File: src/rtl/scan_mux_pkg.sv
// Shared constants and helpers for the scan_mux channel multiplexer.
package scan_mux_pkg;

    localparam logic MODE_MANUAL = 1'b0;
    localparam logic MODE_SCAN   = 1'b1;

    function automatic int unsigned sel_width(input int unsigned n);
        return $clog2(n);
    endfunction

endpackage

File: src/rtl/scan_sequencer.sv
// Dwell counter and channel advance for scan_mux; produces the next channel and the wrap pulse.
module scan_sequencer
    import scan_mux_pkg::*;
#(
    parameter int unsigned CHANNELS = 4,
    parameter int unsigned DWELL    = 8,
    parameter int unsigned SELW     = sel_width(CHANNELS)
) (
    input  logic            clk,
    input  logic            rst,
    input  logic            m,
    input  logic            e,
    input  logic [SELW-1:0] s,
    input  logic [SELW-1:0] ch,
    output logic [SELW-1:0] nch,
    output logic            wrap_next
);

    localparam int unsigned CNTW = (DWELL > 1) ? $clog2(DWELL) : 1;
    localparam logic [CNTW-1:0] CNT_LAST = CNTW'(DWELL - 1);
    localparam logic [SELW-1:0] CH_LAST  = SELW'(CHANNELS - 1);

    logic [CNTW-1:0] cnt_q, cnt_d;
    logic            prev_m_q, prev_m_d;
    logic [31:0]     ch_ext;
    logic            ch_in_range;

    assign ch_ext      = 32'(ch);
    assign ch_in_range = ch_ext < CHANNELS;

    always_comb begin
        nch       = ch;
        wrap_next = 1'b0;
        cnt_d     = cnt_q;
        prev_m_d  = prev_m_q;
        // While disabled everything holds, including the mode history, so a
        // mode entry made under disable is still seen once it drops.
        if (!e) begin
            prev_m_d = m;
            if (m == MODE_MANUAL) begin
                nch   = s;
                cnt_d = '0;
            end else if (prev_m_q == MODE_MANUAL) begin
                cnt_d = '0;
                nch   = ch_in_range ? ch : '0;
            end else if (cnt_q == CNT_LAST) begin
                cnt_d = '0;
                if (ch == CH_LAST || !ch_in_range) begin
                    nch       = '0;
                    wrap_next = (ch == CH_LAST);
                end else begin
                    nch = ch + 1'b1;
                end
            end else begin
                cnt_d = cnt_q + 1'b1;
            end
        end
    end

    always_ff @(posedge clk) begin
        if (rst) begin
            cnt_q    <= '0;
            prev_m_q <= MODE_MANUAL;
        end else begin
            cnt_q    <= cnt_d;
            prev_m_q <= prev_m_d;
        end
    end

endmodule

File: src/rtl/scan_mux.sv
// Registered N-channel multiplexer with manual select, timed round-robin scan and output disable.
module scan_mux
    import scan_mux_pkg::*;
#(
    parameter int unsigned WIDTH    = 4,
    parameter int unsigned CHANNELS = 4,
    parameter int unsigned DWELL    = 8,
    parameter int unsigned SELW     = sel_width(CHANNELS)
) (
    input  logic                      clk,
    input  logic                      rst,
    input  logic [CHANNELS*WIDTH-1:0] D,
    input  logic [SELW-1:0]           S,
    input  logic                      M,
    input  logic                      E,
    output logic [WIDTH-1:0]          out,
    output logic [SELW-1:0]           ch,
    output logic                      valid,
    output logic                      wrap
);

    logic [SELW-1:0]  nch;
    logic             wrap_next;
    logic [31:0]      nch_ext;
    logic             valid_d;
    logic [WIDTH-1:0] sel_data;

    scan_sequencer #(
        .CHANNELS (CHANNELS),
        .DWELL    (DWELL),
        .SELW     (SELW)
    ) u_seq (
        .clk       (clk),
        .rst       (rst),
        .m         (M),
        .e         (E),
        .s         (S),
        .ch        (ch),
        .nch       (nch),
        .wrap_next (wrap_next)
    );

    assign nch_ext = 32'(nch);
    assign valid_d = !E && (nch_ext < CHANNELS);

    // Compare-and-pick keeps the part-select in bounds for non power-of-two channel counts.
    always_comb begin
        sel_data = '0;
        for (int unsigned k = 0; k < CHANNELS; k++) begin
            if (nch_ext == k) begin
                sel_data = D[k*WIDTH +: WIDTH];
            end
        end
    end

    always_ff @(posedge clk) begin
        if (rst) begin
            out   <= '0;
            ch    <= '0;
            valid <= 1'b0;
            wrap  <= 1'b0;
        end else begin
            ch    <= nch;
            valid <= valid_d;
            out   <= valid_d ? sel_data : '0;
            wrap  <= wrap_next;
        end
    end

endmodule

File: config.mk
export PLATFORM = sky130hd
export DESIGN_NAME = scan_mux
export DESIGN_NICKNAME = d
export VERILOG_FILES = /design/src/rtl/scan_mux_pkg.sv /design/src/rtl/scan_sequencer.sv /design/src/rtl/scan_mux.sv
export SDC_FILE = /design/constraint.sdc
export NUM_CORES = 1
export LEC_CHECK = 0
export BUFFER_PORTS_ARGS = -buffer_cell sky130_fd_sc_hd__buf_2
export CAP_MARGIN = 0
export CORE_UTILIZATION = 38
export CTS_CLUSTER_DIAMETER = 200
export DETAILED_ROUTE_END_ITERATION = 8
export PLACE_DENSITY = 0.83
export SETUP_SLACK_MARGIN = 0.5
export SLEW_MARGIN = 20
export SYNTH_ARGS = -nofsm -noshare
export SYNTH_HDL_FRONTEND = slang
export SYNTH_HIERARCHICAL = 1
export SYNTH_SLANG_ARGS = --single-unit
File: constraint.sdc
create_clock -name clk -period 1.73 [get_ports clk]
set_clock_uncertainty 0.1 [all_clocks]
set_input_delay 0 -clock clk [delete_from_list [all_inputs] [get_ports clk]]
set_output_delay 0 -clock clk [all_outputs]
set_load 0.01 [all_outputs]
==> flow_metrics.py <==
metrics = {
    "clocking": {
        "worstSkewPairLatency_ns": 0.28,
        "clk_pin_slew_ns": 0.09,
        "clock_tree.buffer_depth": 2,
        "cts_root_buffer": "clkbuf_4",
        "clkSinkCount": 12,
        "cts_buffers": 3,
        "h-tree-depth": 1,
        "cts_tree": "built",
    },
    "yosys": {
        "synthCells": 60,
        "syn_avg_cell_area_um2": 9.78,
        "synth_top_area_share_pct": 40.9,
        "ys_ff_latch": 12,
        "syn_area_um2": 587,
        "yosys-top-cells-area": "dfxtp_1, mux2i_1, ha_1",
        "yosysSeqAreaShare_pct": 40.9,
        "ys_warn_count": 6,
        "synth_top_area_cell": "dfxtp_1",
        "syn_nets": 86,
        "synth.distinct_cells": 24,
    },
    "drt": {
        "dr_total_vias": 778,
        "first_pass_iters": 4,
        "totalWireLength_mm": 2.30,
        "dr_wl_met2_mm": 1.15,
        "routedWlPerCell_um": 16.7,
        "ant_nets": 0,
        "drt-met1-wl_um": 926,
        "first_iter_violations": 19,
        "route.met3.wl_um": 103,
        "route.detailed.drc": 0,
        "viasPerCell": 5.64,
        "top_layer_used": "met4",
    },
    "setup_path": {
        "critPathRequiredTime_ns": 1.85,
        "worstPathArrival_ns": 2.02,
        "crit_slowest_cell": "or3_4",
        "critPathKind": "reg -> reg",
        "crit_path_end_kind": "flop",
        "slowest_delay_ns": 0.42,
        "r2r_end": "out[0]",
        "r2r_cells": 7,
        "worstReg2RegStart": "u_seq/cnt_q[1]",
        "crit_buf_inv": 0,
        "ff2ff_setup_slack_ns": -0.17,
        "path_delay_family": "compound AO/OA/AOI/OAI gates",
        "cp_max_fo": 4,
        "path_cells": "ha_4 -> ha_4 -> nand2_4 -> a21o_1 -> a21o_1 -> or3_4 -> o22ai_1",
        "crit_cells": 7,
        "start_kind": "flop",
    },
    "global_route": {
        "grt_usage_pct": 30.0,
        "grt_pass1_vias": 709,
        "grt_pass1_wl_mm": 3.13,
        "grt_max_degree": 14,
        "antenna_found_initial": 0,
        "gr-total-overflow": 0,
    },
    "timing": {
        "hold_slack_ns": 0.0406,
        "rsz0062_at_grt": "yes",
        "finalSetupViolations": 5,
        "period_minus_slack_ns": 1.90,
        "hold_viol_final": 0,
        "max_freq_ghz": 0.527,
        "timing.slew.headroom_pct": 79.7,
        "finalCritPeriodShare_pct": 110,
        "setup_ws_ns": -0.167,
        "worstMarginPinSlew_ns": 0.301,
        "finalMaxSlewViolations": 0,
    },
    "power_and_ir_drop": {
        "leakage_nw": 0.536,
        "p_per_area_nw_per_um2": 597,
        "finalPower_uw": 693,
        "peakVddDrop_uv": 596,
    },
    "hold_path": {
        "hold_class": "in -> reg",
        "hold_end": "u_seq/cnt_q[0]",
        "worstHoldPathCells": 4,
        "hp-start": "M",
    },
    "run_status": {
        "violations": "negative setup slack",
        "status": "finished with violations",
    },
    "floorplan": {
        "core_area_um2": 1370,
        "die-area_um2": 1710,
        "floorplan.initialDensity_pct": 42.9,
        "ioPinCount": 30,
        "num_rows": 13,
        "die_h_um": 41.3,
        "die_w_um": 41.3,
    },
    "final_layout": {
        "area_growth_syn_to_layout_pct": 97.7,
        "diodes": 0,
        "final_nets": 150,
        "drive_gt1_share_pct": 49.6,
        "fill_cells": 67,
    },
    "job": {
        "maxCapViolCount": 0,
    },
    "placed_design": {
        "hpwl_mm": 1.06,
        "gp_congestion": 0.759,
        "dpl_worst_slack_ns": -0.199,
        "port_buffers": 29,
    },
}
tightest hold or removal path, stage by stage:
cell and delay [ns]:
buf_2 0.15, nand2_2 0.08, or4_4 0.11, a21oi_1 0.05
stage by stage:
step	util (%)	TNS, ns	cells	instance area [µm²]
floorplan	-	0	60	623
global placement	59.7	-0.530	108	816
CTS	81.1	-0.307	136	1110
finish	84.9	-0.684	138	1160
global route	84.9	-0.874	138	1160
detailed placement	59.7	-0.864	108	816
routing by layer:
metal	up-vias	GRT usage [%]
li1	353	-
met1	366	35.4
met2	41	42.6
met3	18	8.51
met4	0	29.0
met5	-	0
flip-flops by register name (all words and copies together), names as in the netlist:
register	count
ch	2
u_seq/prev_m_q	1
u_seq/cnt_q	3
wrap	1
out	4
valid	1
logic make-up (layout without fill, tap and decap cells):
family,after synthesis,count (layout),share of synthesized area [%]
AND/OR/NAND/NOR,21,21,21.8
adder cells (fa/ha/maj),4,4,8.53
multiplexers,8,8,13.6
buffers and inverters,3,65,2.34
AO/OA/AOI/OAI,12,13,12.8
flip-flops,12,12,40.9
synthesized netlist by cell type:
cell and instances:
a21o_1 2, a21oi_1 5, a221o_1 1, and2b_1 1, buf_2 2, dfxtp_1 12, ha_1 4, inv_1 1
mux2i_1 8, nand2_1 5, nand2_2 1, nand2b_1 1, nand4_1 1, nand4b_1 1, nor2_1 2, nor2b_1 2
nor3_1 1, nor4_1 1, o22ai_1 4, or2b_1 1, or3_1 1, or3b_4 1, or4_1 1, or4b_1 1
final cells by class:
type	count	area, µm²	area share [%]
Clock buffer	4	36.3	3.13
Inverter	1	3.75	0.324
Multi-Input combinational cell	46	423	36.5
Sequential cell	12	243	20.9
Tap cell	15	18.8	1.62
Timing Repair Buffer	60	435	37.5
where the power goes:
| group | total, mW | switching (mW) | leakage (nW) | internal [mW] |
|---|---|---|---|---|
| combinational | 0.159 | 0.0679 | 0.416 | 0.0915 |
| sequential | 0.292 | 0.00513 | 0.0990 | 0.287 |
| clock | 0.241 | 0.113 | 0.0210 | 0.128 |
how the worst max path moves through the flow:
| stage | slack, ns | to | from |
|---|---|---|---|
| 2_1_floorplan | 0.01 | out[1] | u_seq/cnt_q[1] |
| 3_3_place_gp | -0.13 | out[0] | u_seq/cnt_q[1] |
| 3_5_place_dp | -0.20 | out[3] | u_seq/cnt_q[1] |
| 4_1_cts | -0.07 | out[0] | u_seq/cnt_q[1] |
| 5_1_grt | -0.20 | out[3] | u_seq/cnt_q[1] |
| 6_report | -0.17 | out[0] | u_seq/cnt_q[1] |
layout by cell type (no fill, tap or decap), drive strengths merged:
cell,netlist,final
nand2,6,6
nand2b,1,1
and2b,1,1
inv,1,1
a221o,1,2
o22ai,4,4
nor2,2,2
clkbuf,0,4
mux2i,8,8
or3b,1,1
dlygate4sd3,0,20
a21o,2,2
or4,1,1
a21oi,5,5
nor4,1,1
or2b,1,1
buf,2,40
dfxtp,12,12
nor3,1,1
nor2b,2,2
nand4,1,1
nand4b,1,1
or4b,1,1
or3,1,1
ha,4,4
repair_timing:
item,4_1_cts,5_1_grt
hold buffers,20,0
endpoints found under the hold margin,11,0
buffers inserted,3,2
cloned,1,0
resized for setup,5,9
pin swaps,6,4
setup endpoints to repair,8,9
Note: power is estimated with default switching activity, not from simulation.
